`src/rtl/dmem_bus_arbiter.sv`:
```
// Arbitrates the single-ported data memory between the MEM-stage CPU port and a DMA port.
// CPU has priority; a starvation counter forces DMA grants and bounded locked bursts protect the CPU.
module dmem_bus_arbiter #(
    parameter int ADDR_W     = 32,
    parameter int DATA_W     = 32,
    parameter int STARVE_MAX = 4,
    parameter int BURST_MAX  = 8
) (
    input  logic              clk,
    input  logic              reset,
    input  logic              cpu_req,
    input  logic              cpu_we,
    input  logic [ADDR_W-1:0] cpu_addr,
    input  logic [DATA_W-1:0] cpu_wdata,
    output logic [DATA_W-1:0] cpu_rdata,
    output logic              cpu_stall,
    input  logic              dma_req,
    input  logic              dma_we,
    input  logic              dma_lock,
    input  logic [ADDR_W-1:0] dma_addr,
    input  logic [DATA_W-1:0] dma_wdata,
    output logic [DATA_W-1:0] dma_rdata,
    output logic              dma_ack,
    output logic              mem_rd,
    output logic              mem_wr,
    output logic [ADDR_W-1:0] mem_addr,
    output logic [DATA_W-1:0] mem_wdata,
    input  logic [DATA_W-1:0] mem_rdata,
    output logic [1:0]        owner
);

    localparam int SW = $clog2(STARVE_MAX + 1);
    localparam int BW = $clog2(BURST_MAX + 1);
    localparam logic [SW-1:0] STARVE_TOP = SW'(STARVE_MAX);
    localparam logic [BW-1:0] BURST_TOP  = BW'(BURST_MAX);

    typedef enum logic [1:0] {
        S_CPU   = 2'b00,
        S_FORCE = 2'b01,
        S_LOCK  = 2'b10
    } state_e;

    state_e          state_q, state_d;
    logic [SW-1:0]   starve_q, starve_d;
    logic [BW-1:0]   burst_q, burst_d, burst_inc;
    logic            cpu_grant, dma_grant, lock_ok;

    // Grants are suppressed while reset is high so no memory write can slip out.
    always_comb begin
        cpu_grant = 1'b0;
        dma_grant = 1'b0;
        if (!reset) begin
            case (state_q)
                S_FORCE, S_LOCK: begin
                    dma_grant = dma_req;
                    cpu_grant = cpu_req & ~dma_req;
                end
                default: begin
                    cpu_grant = cpu_req;
                    dma_grant = dma_req & ~cpu_req;
                end
            endcase
        end
    end

    always_comb begin
        mem_rd    = 1'b0;
        mem_wr    = 1'b0;
        mem_addr  = '0;
        mem_wdata = '0;
        if (cpu_grant) begin
            mem_rd    = ~cpu_we;
            mem_wr    = cpu_we;
            mem_addr  = cpu_addr;
            mem_wdata = cpu_wdata;
        end else if (dma_grant) begin
            mem_rd    = ~dma_we;
            mem_wr    = dma_we;
            mem_addr  = dma_addr;
            mem_wdata = dma_wdata;
        end
    end

    assign cpu_rdata = mem_rdata;
    assign dma_rdata = mem_rdata;
    assign cpu_stall = cpu_req & ~cpu_grant;
    assign dma_ack   = dma_grant;
    assign owner     = state_q;

    // Only locked grants that keep the CPU waiting consume burst budget.
    always_comb begin
        starve_d  = '0;
        burst_inc = burst_q;
        if (dma_req && !dma_grant)
            starve_d = (starve_q == STARVE_TOP) ? starve_q : starve_q + SW'(1);
        if (dma_grant && dma_lock && cpu_req)
            burst_inc = burst_q + BW'(1);
        lock_ok = dma_grant & dma_lock & (burst_inc != BURST_TOP);
    end

    always_comb begin
        state_d = state_q;
        case (state_q)
            S_CPU: begin
                if (lock_ok)
                    state_d = S_LOCK;
                else if (starve_d == STARVE_TOP)
                    state_d = S_FORCE;
            end
            S_FORCE: state_d = lock_ok ? S_LOCK : S_CPU;
            S_LOCK: begin
                if (!dma_req || !dma_lock || burst_inc == BURST_TOP)
                    state_d = S_CPU;
            end
            default: state_d = S_CPU;
        endcase
        burst_d = (state_d == S_CPU) ? '0 : burst_inc;
    end

    always_ff @(posedge clk or posedge reset) begin
        if (reset) begin
            state_q  <= S_CPU;
            starve_q <= '0;
            burst_q  <= '0;
        end else begin
            state_q  <= state_d;
            starve_q <= starve_d;
            burst_q  <= burst_d;
        end
    end

endmodule
```
`config.mk`:
```
export PLATFORM = sky130hd
export DESIGN_NAME = dmem_bus_arbiter
export DESIGN_NICKNAME = d
export VERILOG_FILES = /design/src/rtl/dmem_bus_arbiter.sv
export SDC_FILE = /design/constraint.sdc
export NUM_CORES = 1
export LEC_CHECK = 0
export BUFFER_PORTS_ARGS = -buffer_cell sky130_fd_sc_hd__buf_4
export CAP_MARGIN = 20
export CELL_PAD_IN_SITES_DETAIL_PLACEMENT = 1
export CELL_PAD_IN_SITES_GLOBAL_PLACEMENT = 2
export CORE_ASPECT_RATIO = 1.25
export CORE_MARGIN = 5
export CORE_UTILIZATION = 12
export CTS_BUF_LIST = sky130_fd_sc_hd__clkbuf_4
export DETAILED_ROUTE_END_ITERATION = 10
export GPL_TIMING_DRIVEN = 0
export PLACE_DENSITY_LB_ADDON = 0.1
export REMOVE_ABC_BUFFERS = 1
export SETUP_SLACK_MARGIN = 0.02
export SYNTH_ARGS = -nofsm -noshare
export SYNTH_HDL_FRONTEND = slang
export SYNTH_SLANG_ARGS = --single-unit
```
`constraint.sdc`:
```
create_clock -name clk -period 3.4 [get_ports clk]
set_clock_uncertainty 0.15 [all_clocks]
set_input_delay 0.68 -clock clk [delete_from_list [all_inputs] [get_ports clk]]
set_output_delay 0.68 -clock clk [all_outputs]
set_load 0.01 [all_outputs]
```
==> run_results.csv, run 1 <==
group,metric,value,unit
synth,synth_ff_type,"dfrtp_1",
clock_network,cts_hold_buf,0,
setup_path,crit_path_max_fanout,29,
sta,worstMarginPinSlew,0.4736,ns
clock_network,cts_tree,"built",
power_and_ir_drop,switching_share,39.96,%
global_routing,grt_pass1_wl,19130,um
clock_network,root_buffer,"clkbuf_4",
flow_run,drv_cap,0,
die,initial_core_util,12.15,%
power_and_ir_drop,cellInternalPower,560.4,uW
setup_path,cp-endpoint,"mem_wdata[19]",
setup_path,critPathMaxStageDelay,0.44,ns
power_and_ir_drop,switchingPower,373.0,uW
die,die_area,18250,sq um
power_and_ir_drop,p_leak,1.656,nW
route,drc_errors,0,
sta,final-max-slew-violation-count,0,
global_routing,met3_usage,15.31,%
route,drt_wl_total,14040,um
run_status,outcome,"complete, no violations",
setup_path,reg2reg_to,"burst_q[3]",
die,fp.dieH,149.8,um
setup_path,cp-startpoint,"owner[0]",
power_and_ir_drop,power_density,278.6,nW/um^2
power_and_ir_drop,seqPwrFrac,14.5,%
route,detail-route-antenna-nets,0,
die,die_x,121.8,um
route,num_vias,2445,
sta,maxSlewHeadroom,67.93,%
clock_network,cts_buffers,3,
clock_network,htree_levels,1,
global_routing,antenna_found_initial,1,
global_routing,grtUsageMet2,19.66,%
synth,syn-instance-count,235,
route,via_per_inst,4.172,
setup_path,crit_path_start_kind,"register",
power_and_ir_drop,ir_drop,72.85,uV
synth,ys_seq_elements,9,
synth,async_flop_share,100.0,%
global_routing,grt_pass1_vias,2667,
placed_design,dp_cells,577,
synth,synth_area,1876,sq um
clock_network,clock_path_buffers,2,
power_and_ir_drop,p_clk_share,9.7,%
cells_and_area,nets,548,
synth,synth_area_per_cell,7.981,sq um
placed_design,dp_hpwl,12360,um
synth,synth.distinct_cells,40,
synth,synth_seq_area_share,12.01,%
clock_network,clk_pin_slew,0.06,ns
die,num_rows,51,
global_routing,busiest_layer,"met2",
die,io_pins,301,
global_routing,track_usage,14.67,%
power_and_ir_drop,fin_total_pwr,933.4,uW
setup_path,rrSetupSlack,0.72,ns
sta,fin_crit_sh,94.19,%
power_and_ir_drop,p_comb_share,75.8,%
setup_path,path_cells,"inv_1, ha_2, and2b_1, nor2_4, buf_12, buf_12, a22o_1, buf_4",
cells_and_area,drive_gt1_share,60.32,%
sta,tns,0,ns
route,drt-initial-drc-count,103,
sta,fin_crit,3.203,ns
cells_and_area,finish.cell_count_without_fillers,586,
min_path,hp-class,"input pin to asynchronous set/reset pin",
placed_design,gp_congestion,0.6531,
placed_design,io_buffers,204,
setup_path,cp.buffers_inverters,4,
sta,fmax,312.3,MHz
setup_path,end_kind,"output port",
cells_and_area,area_growth,78.65,%
global_routing,grt_max_degree,30,
route,drtPass1Iterations,4,
clock_network,clock_latency,0.26,ns
sta,setup_slack,0.1975,ns
setup_path,ff2ff_path_depth,9,
synth,synth_edf_count,0,
sta,rsz0062_at_grt,"false",
cells_and_area,fill_cells,1888,
placed_design,dp_slack,0.2467,ns
sta,setup_viol,0,
sta,hold_slack,0.2992,ns
global_routing,overflow,0,
setup_path,critPathKind,"register to output port",
setup_path,crit_path_top_delay_cell,"dfrtp_1",
die,core_area,15440,sq um
sta,hold_viol,0,
global_routing,grt_use_met1,16.37,%
setup_path,required,2.57,ns
setup_path,cp.arrival,2.37,ns
setup_path,r2r_start,"owner[0]",
setup_path,critPathTopFamily,"buffers and inverters",
synth,synth_warnings,0,
route,wl_per_cell,23.95,um
setup_path,path_common_cell,"buf_12",
setup_path,worst-path-stages,8,
clock_network,clkSinkCount,9,
## synth_stat cells (3+ instances only)
master	instances	area share (%)
a21oi_1	3	0.80
a22o_1	65	30
nand4_1	3	1.0
buf_2	5	1.3
and2_1	3	1.0
nand2_1	11	2.2
nor3_1	4	1.1
nor2_1	10	2.0
clkbuf_1	6	1.2
buf_1	4	0.80
buf_4	64	26
inv_1	8	1.6
ha_1	7	4.7
dfrtp_1	9	12
## kinds of logic (layout without fill, tap and decap cells)
kind of cell	count (synthesis)	in the layout	synth area share (%)
buffers and inverters	87	225	30.55
AOI/OAI and AO/OA	84	84	38.49
and+or+nand+nor	44	44	12.41
DFF	9	9	12.01
adders and majority gates	7	7	4.670
xor gates and xnor gates	4	4	1.868
other	0	1	0
## worst min-delay path by stage
stage | startpoint | to | slack (ns)
floorplan | reset | burst_q[0] | 0.36
global placement | starve_q[2] | starve_q[2] | 0.45
detailed placement | starve_q[2] | starve_q[2] | 0.45
CTS | reset | burst_q[1] | 0.31
global route | reset | starve_q[0] | 0.31
finish | reset | starve_q[1] | 0.30
## per-layer routing
layer  part of all wire [%]  wire length, um
met3                     22             3019
met1                     38             5286
met4                   0.38               54
met5                   0.49               69
met2                     40             5605
## registers in the layout, indices dropped and copies added (netlist names)
register,count
owner,2
starve_q,3
burst_q,4
## layout make-up
type / instances / area [sq um] / share of cell area (%)
timing repair buffer: 213 / 1697 / 50.63
multi-input combinational: 139 / 1100 / 32.82
tap: 212 / 265.3 / 7.916
sequential: 9 / 226.5 / 6.759
clock buffer: 4 / 30.03 / 0.8962
inverter: 8 / 30.03 / 0.8962
antenna: 1 / 2.502 / 0.07468
## power by group through the flow
stage / logic [mW] / registers [mW] / clock network (mW)
floorplan: 0.292 / 0.135 / 0
global placement: 0.679 / 0.137 / 0
detailed placement: 0.701 / 0.137 / 0
CTS: 0.725 / 0.135 / 0.0959
global route: 0.765 / 0.138 / 0.104
finish: 0.708 / 0.136 / 0.0902
## metrics by stage
stage	utilization, %	instance area, sq um
floorplan	-	1333
global placement	20.26	3129
detailed placement	21.03	3247
CTS	21.66	3344
global route	21.70	3351
finish	21.70	3351
## what timing repair did
action / CTS / global route
resized for setup: 0 / 2
buffers inserted: 3 / 0
cloned: 1 / 0
endpoints found under the setup margin: 30 / 10
pin swaps: 2 / 0
## placed cells by master (no fill, tap or decap), drive strengths merged, types with 2 or more instances in the layout
| cell | instances |
|---|---|
| a21o | 2 |
| a21oi | 4 |
| a22o | 65 |
| and2 | 3 |
| buf | 212 |
| clkbuf | 4 |
| dfrtp | 9 |
| ha | 7 |
| inv | 8 |
| nand2 | 11 |
| nand2b | 2 |
| nand3 | 2 |
| nand4 | 3 |
| nor2 | 10 |
| nor2b | 2 |
| nor3 | 4 |
| o21ai | 3 |
| xnor2 | 2 |
| xor2 | 2 |
## worst reg2reg max path, delay by kind of cell (launching register included)
kind | cells | cell delay [ns]
and+or+nand+nor | 4 | 0.56
AOI/OAI and AO/OA | 2 | 0.73
DFF | 1 | 0.44
buffers and inverters | 2 | 0.29
adders and majority gates | 1 | 0.40
(Power assumes the default switching activity.)
==> run 2, diff against run 1 <==
--- a/config.mk
+++ b/config.mk
@@ -5,13 +5,14 @@
 export SDC_FILE = /design/constraint.sdc
 export NUM_CORES = 1
 export LEC_CHECK = 0
+export ABC_AREA = 1
 export BUFFER_PORTS_ARGS = -buffer_cell sky130_fd_sc_hd__buf_4
 export CAP_MARGIN = 20
 export CELL_PAD_IN_SITES_DETAIL_PLACEMENT = 1
 export CELL_PAD_IN_SITES_GLOBAL_PLACEMENT = 2
 export CORE_ASPECT_RATIO = 1.25
 export CORE_MARGIN = 5
-export CORE_UTILIZATION = 12
+export CORE_UTILIZATION = 11
 export CTS_BUF_LIST = sky130_fd_sc_hd__clkbuf_4
 export DETAILED_ROUTE_END_ITERATION = 10
 export GPL_TIMING_DRIVEN = 0
==> run 2 against run 1 <==
Net effect: critical path type unchanged; via count fell by 0.61%; largest cell class unchanged; utilization fell by 1.7 points; register-to-register slack got worse by 0.02 ns.
==> run_results.csv, run 2 <==
group,metric,value,unit
synth,synth_warnings,0,
flow_run,drv_cap,0,
synth,synth.distinct_cells,22,
synth,synth_top_cell_by_area,"a22o_1",
power_and_ir_drop,p_leak,1.743,nW
synth,async_flop_share,100.0,%
global_routing,track_usage,16.16,%
synth,synthSimpleGateAreaFrac,14.91,%
die,initial_core_util,11.25,%
setup_path,path_cells,"inv_1, ha_1, nand2_1, nand3_2, bufinv_16, buf_16, a22o_1, buf_4",
setup_path,crit_path_max_fanout,29,
power_and_ir_drop,cellInternalPower,584.2,uW
placed_design,io_buffers,204,
clock_network,cts_tree,"built",
sta,worstMarginPinSlew,0.4702,ns
die,fp.dieH,154.5,um
sta,hold_viol,0,
global_routing,antenna_found_initial,1,
cells_and_area,top_register,"burst_q",
clock_network,clk_pin_slew,0.08,ns
setup_path,crit_path_top_delay_cell,"dfrtp_1",
synth,yosysMostFrequentCell,"buf_4",
synth,synth_area,1838,sq um
placed_design,dp_slack,-0.2354,ns
clock_network,clkSinkCount,9,
synth,synth_edf_count,0,
synth,synth_top_family_by_area,"buffers and inverters",
synth,synthMuxAreaShare,0,%
sta,fin_crit_sh,94.02,%
global_routing,overflow,0,
power_and_ir_drop,switching_share,44.69,%
sta,hold_slack,0.2138,ns
placed_design,gp_congestion,0.8171,
synth,synth_compound_area_share,32.40,%
cells_and_area,layout_common_cells,"buf_4, a22o_1, nand2_1",
power_and_ir_drop,p_comb_share,77.2,%
setup_path,end_kind,"output port",
die,die_area,19410,sq um
cells_and_area,nets,563,
synth,ys_seq_elements,9,
sta,setup_slack,0.2033,ns
route,drc_errors,0,
synth,synth_seq_area_share,12.25,%
route,drt_wl_total,16860,um
route,num_vias,2430,
setup_path,critPathKind,"register to output port",
sta,fmax,312.8,MHz
power_and_ir_drop,p_clk_share,9.3,%
power_and_ir_drop,seqPwrFrac,13.4,%
setup_path,crit_path_start_kind,"register",
sta,maxSlewHeadroom,68.58,%
synth,synth_area_leaders,"a22o_1, buf_4, dfrtp_1",
sta,rsz0062_at_grt,"false",
route,drt-initial-drc-count,103,
clock_network,root_buffer,"clkbuf_4",
synth,synth_top_cells_by_count,"buf_4, a22o_1, nand2_1",
global_routing,grt_pass1_vias,2637,
synth,synth_top_area_share,30.02,%
die,core_area,16330,sq um
clock_network,clock_path_buffers,2,
clock_network,cts_buffers,3,
power_and_ir_drop,power_density,323.4,nW/um^2
setup_path,critPathMaxStageDelay,0.44,ns
sta,tns,0,ns
setup_path,required,2.57,ns
sta,setup_viol,0,
setup_path,cp.buffers_inverters,4,
clock_network,clock_latency,0.27,ns
run_status,outcome,"complete, no violations",
route,detail-route-antenna-nets,0,
cells_and_area,largest_reg_flops,4,
cells_and_area,utilization,20.00,%
die,num_rows,52,
synth,synth_ff_type,"dfrtp_1",
cells_and_area,drive_gt1_share,59.54,%
global_routing,grt_pass1_wl,22450,um
synth,synthXorXnorAreaFrac,0.9530,%
sta,final-max-slew-violation-count,0,
synth,synth_area_per_cell,7.323,sq um
global_routing,grt_max_degree,41,
clock_network,htree_levels,1,
placed_design,dp_hpwl,14360,um
route,drtPass1Iterations,4,
setup_path,cp.arrival,2.37,ns
min_path,hp-class,"input pin to asynchronous set/reset pin",
synth,syn-instance-count,251,
die,die_x,125.6,um
route,via_per_inst,4.023,
cells_and_area,mostFrequentLayoutCell,"buf_4",
clock_network,cts_hold_buf,0,
cells_and_area,area_growth,77.74,%
setup_path,critPathTopFamily,"buffers and inverters",
power_and_ir_drop,ir_drop,248.6,uV
die,io_pins,301,
route,wl_per_cell,27.92,um
power_and_ir_drop,switchingPower,472.1,uW
cells_and_area,diodes,0,
synth,synth_fa_ha_area_share,4.765,%
sta,fin_crit,3.197,ns
## run 2: changes by cell type in the layout (fill, tap and decap cells not counted), sizes merged, moves of 2 or more
cell    change
nand2      +25
inv        +17
nand3       +5
nor3        -4
and2        -3
buf         -3
nand4       +3
a21o        -2
a21oi       +2
a22o        -2
nand2b      -2
nor2b       -2
## run 2: per-stage QoR
stage	instance area, sq um	std cells	total power [mW]
global route	3267	604	1.146
global placement	3099	593	0.9170
detailed placement	3147	595	0.9353
floorplan	1297	173	0.4771
finish	3267	604	1.056
CTS	3213	601	1.063
## run 2: path summary, 6_finish.rpt
path                             startpoint             to  slack, ns  cells past startpoint
worst max-delay path               owner[0]  mem_wdata[26]       0.20                      8
worst min-delay path                  reset    starve_q[1]       0.21                      2
worst max register to register     owner[1]     burst_q[3]       0.70                     15
worst min register to register  starve_q[2]    starve_q[2]       0.45                      2
max in group asynchronous             reset       owner[0]       2.68                      2
min in group clk                starve_q[2]    starve_q[2]       0.45                      2
## run 2: per-layer routing
metal  part of all wire [%]  track usage, %
met5                   0.52           3.069
met4                    1.0           2.324
met3                     17           12.18
met2                     39           22.16
met1                     43           20.31
## run 2: area by class of cell
class | count | area, sq um
Clock buffer | 4 | 30.03
Fill cell | 1972 | 13060
Inverter | 26 | 127.6
Multi-Input combinational cell | 139 | 991.0
Sequential cell | 9 | 225.2
Tap cell | 216 | 270.3
Timing Repair Buffer | 209 | 1614
Timing Repair inverter | 1 | 8.758
## run 2: power by group through the flow
stage / Sequential [mW] / Clock (mW) / Combinational [mW]
after floorplan: 0.143 / 0 / 0.334
after global placement: 0.146 / 0 / 0.771
after CTS: 0.143 / 0.103 / 0.817
after global routing: 0.146 / 0.106 / 0.893
after detailed placement: 0.145 / 0 / 0.791
final: 0.142 / 0.0987 / 0.816
## run 2: cells by family (layout without fill, tap and decap cells)
group	Yosys count	after routing
flops	9	9
buf+inv	104	240
fa+ha+maj	7	7
simple gates	58	59
xor+xnor	2	2
compound gates	71	71
## run 2: what timing repair did
item | 4_1_cts | 5_1_grt
pin swaps | 1 | 0
gates cloned | 1 | 1
buffers inserted | 1 | 2
resized for setup | 3 | 5
setup endpoints to repair | 58 | 23
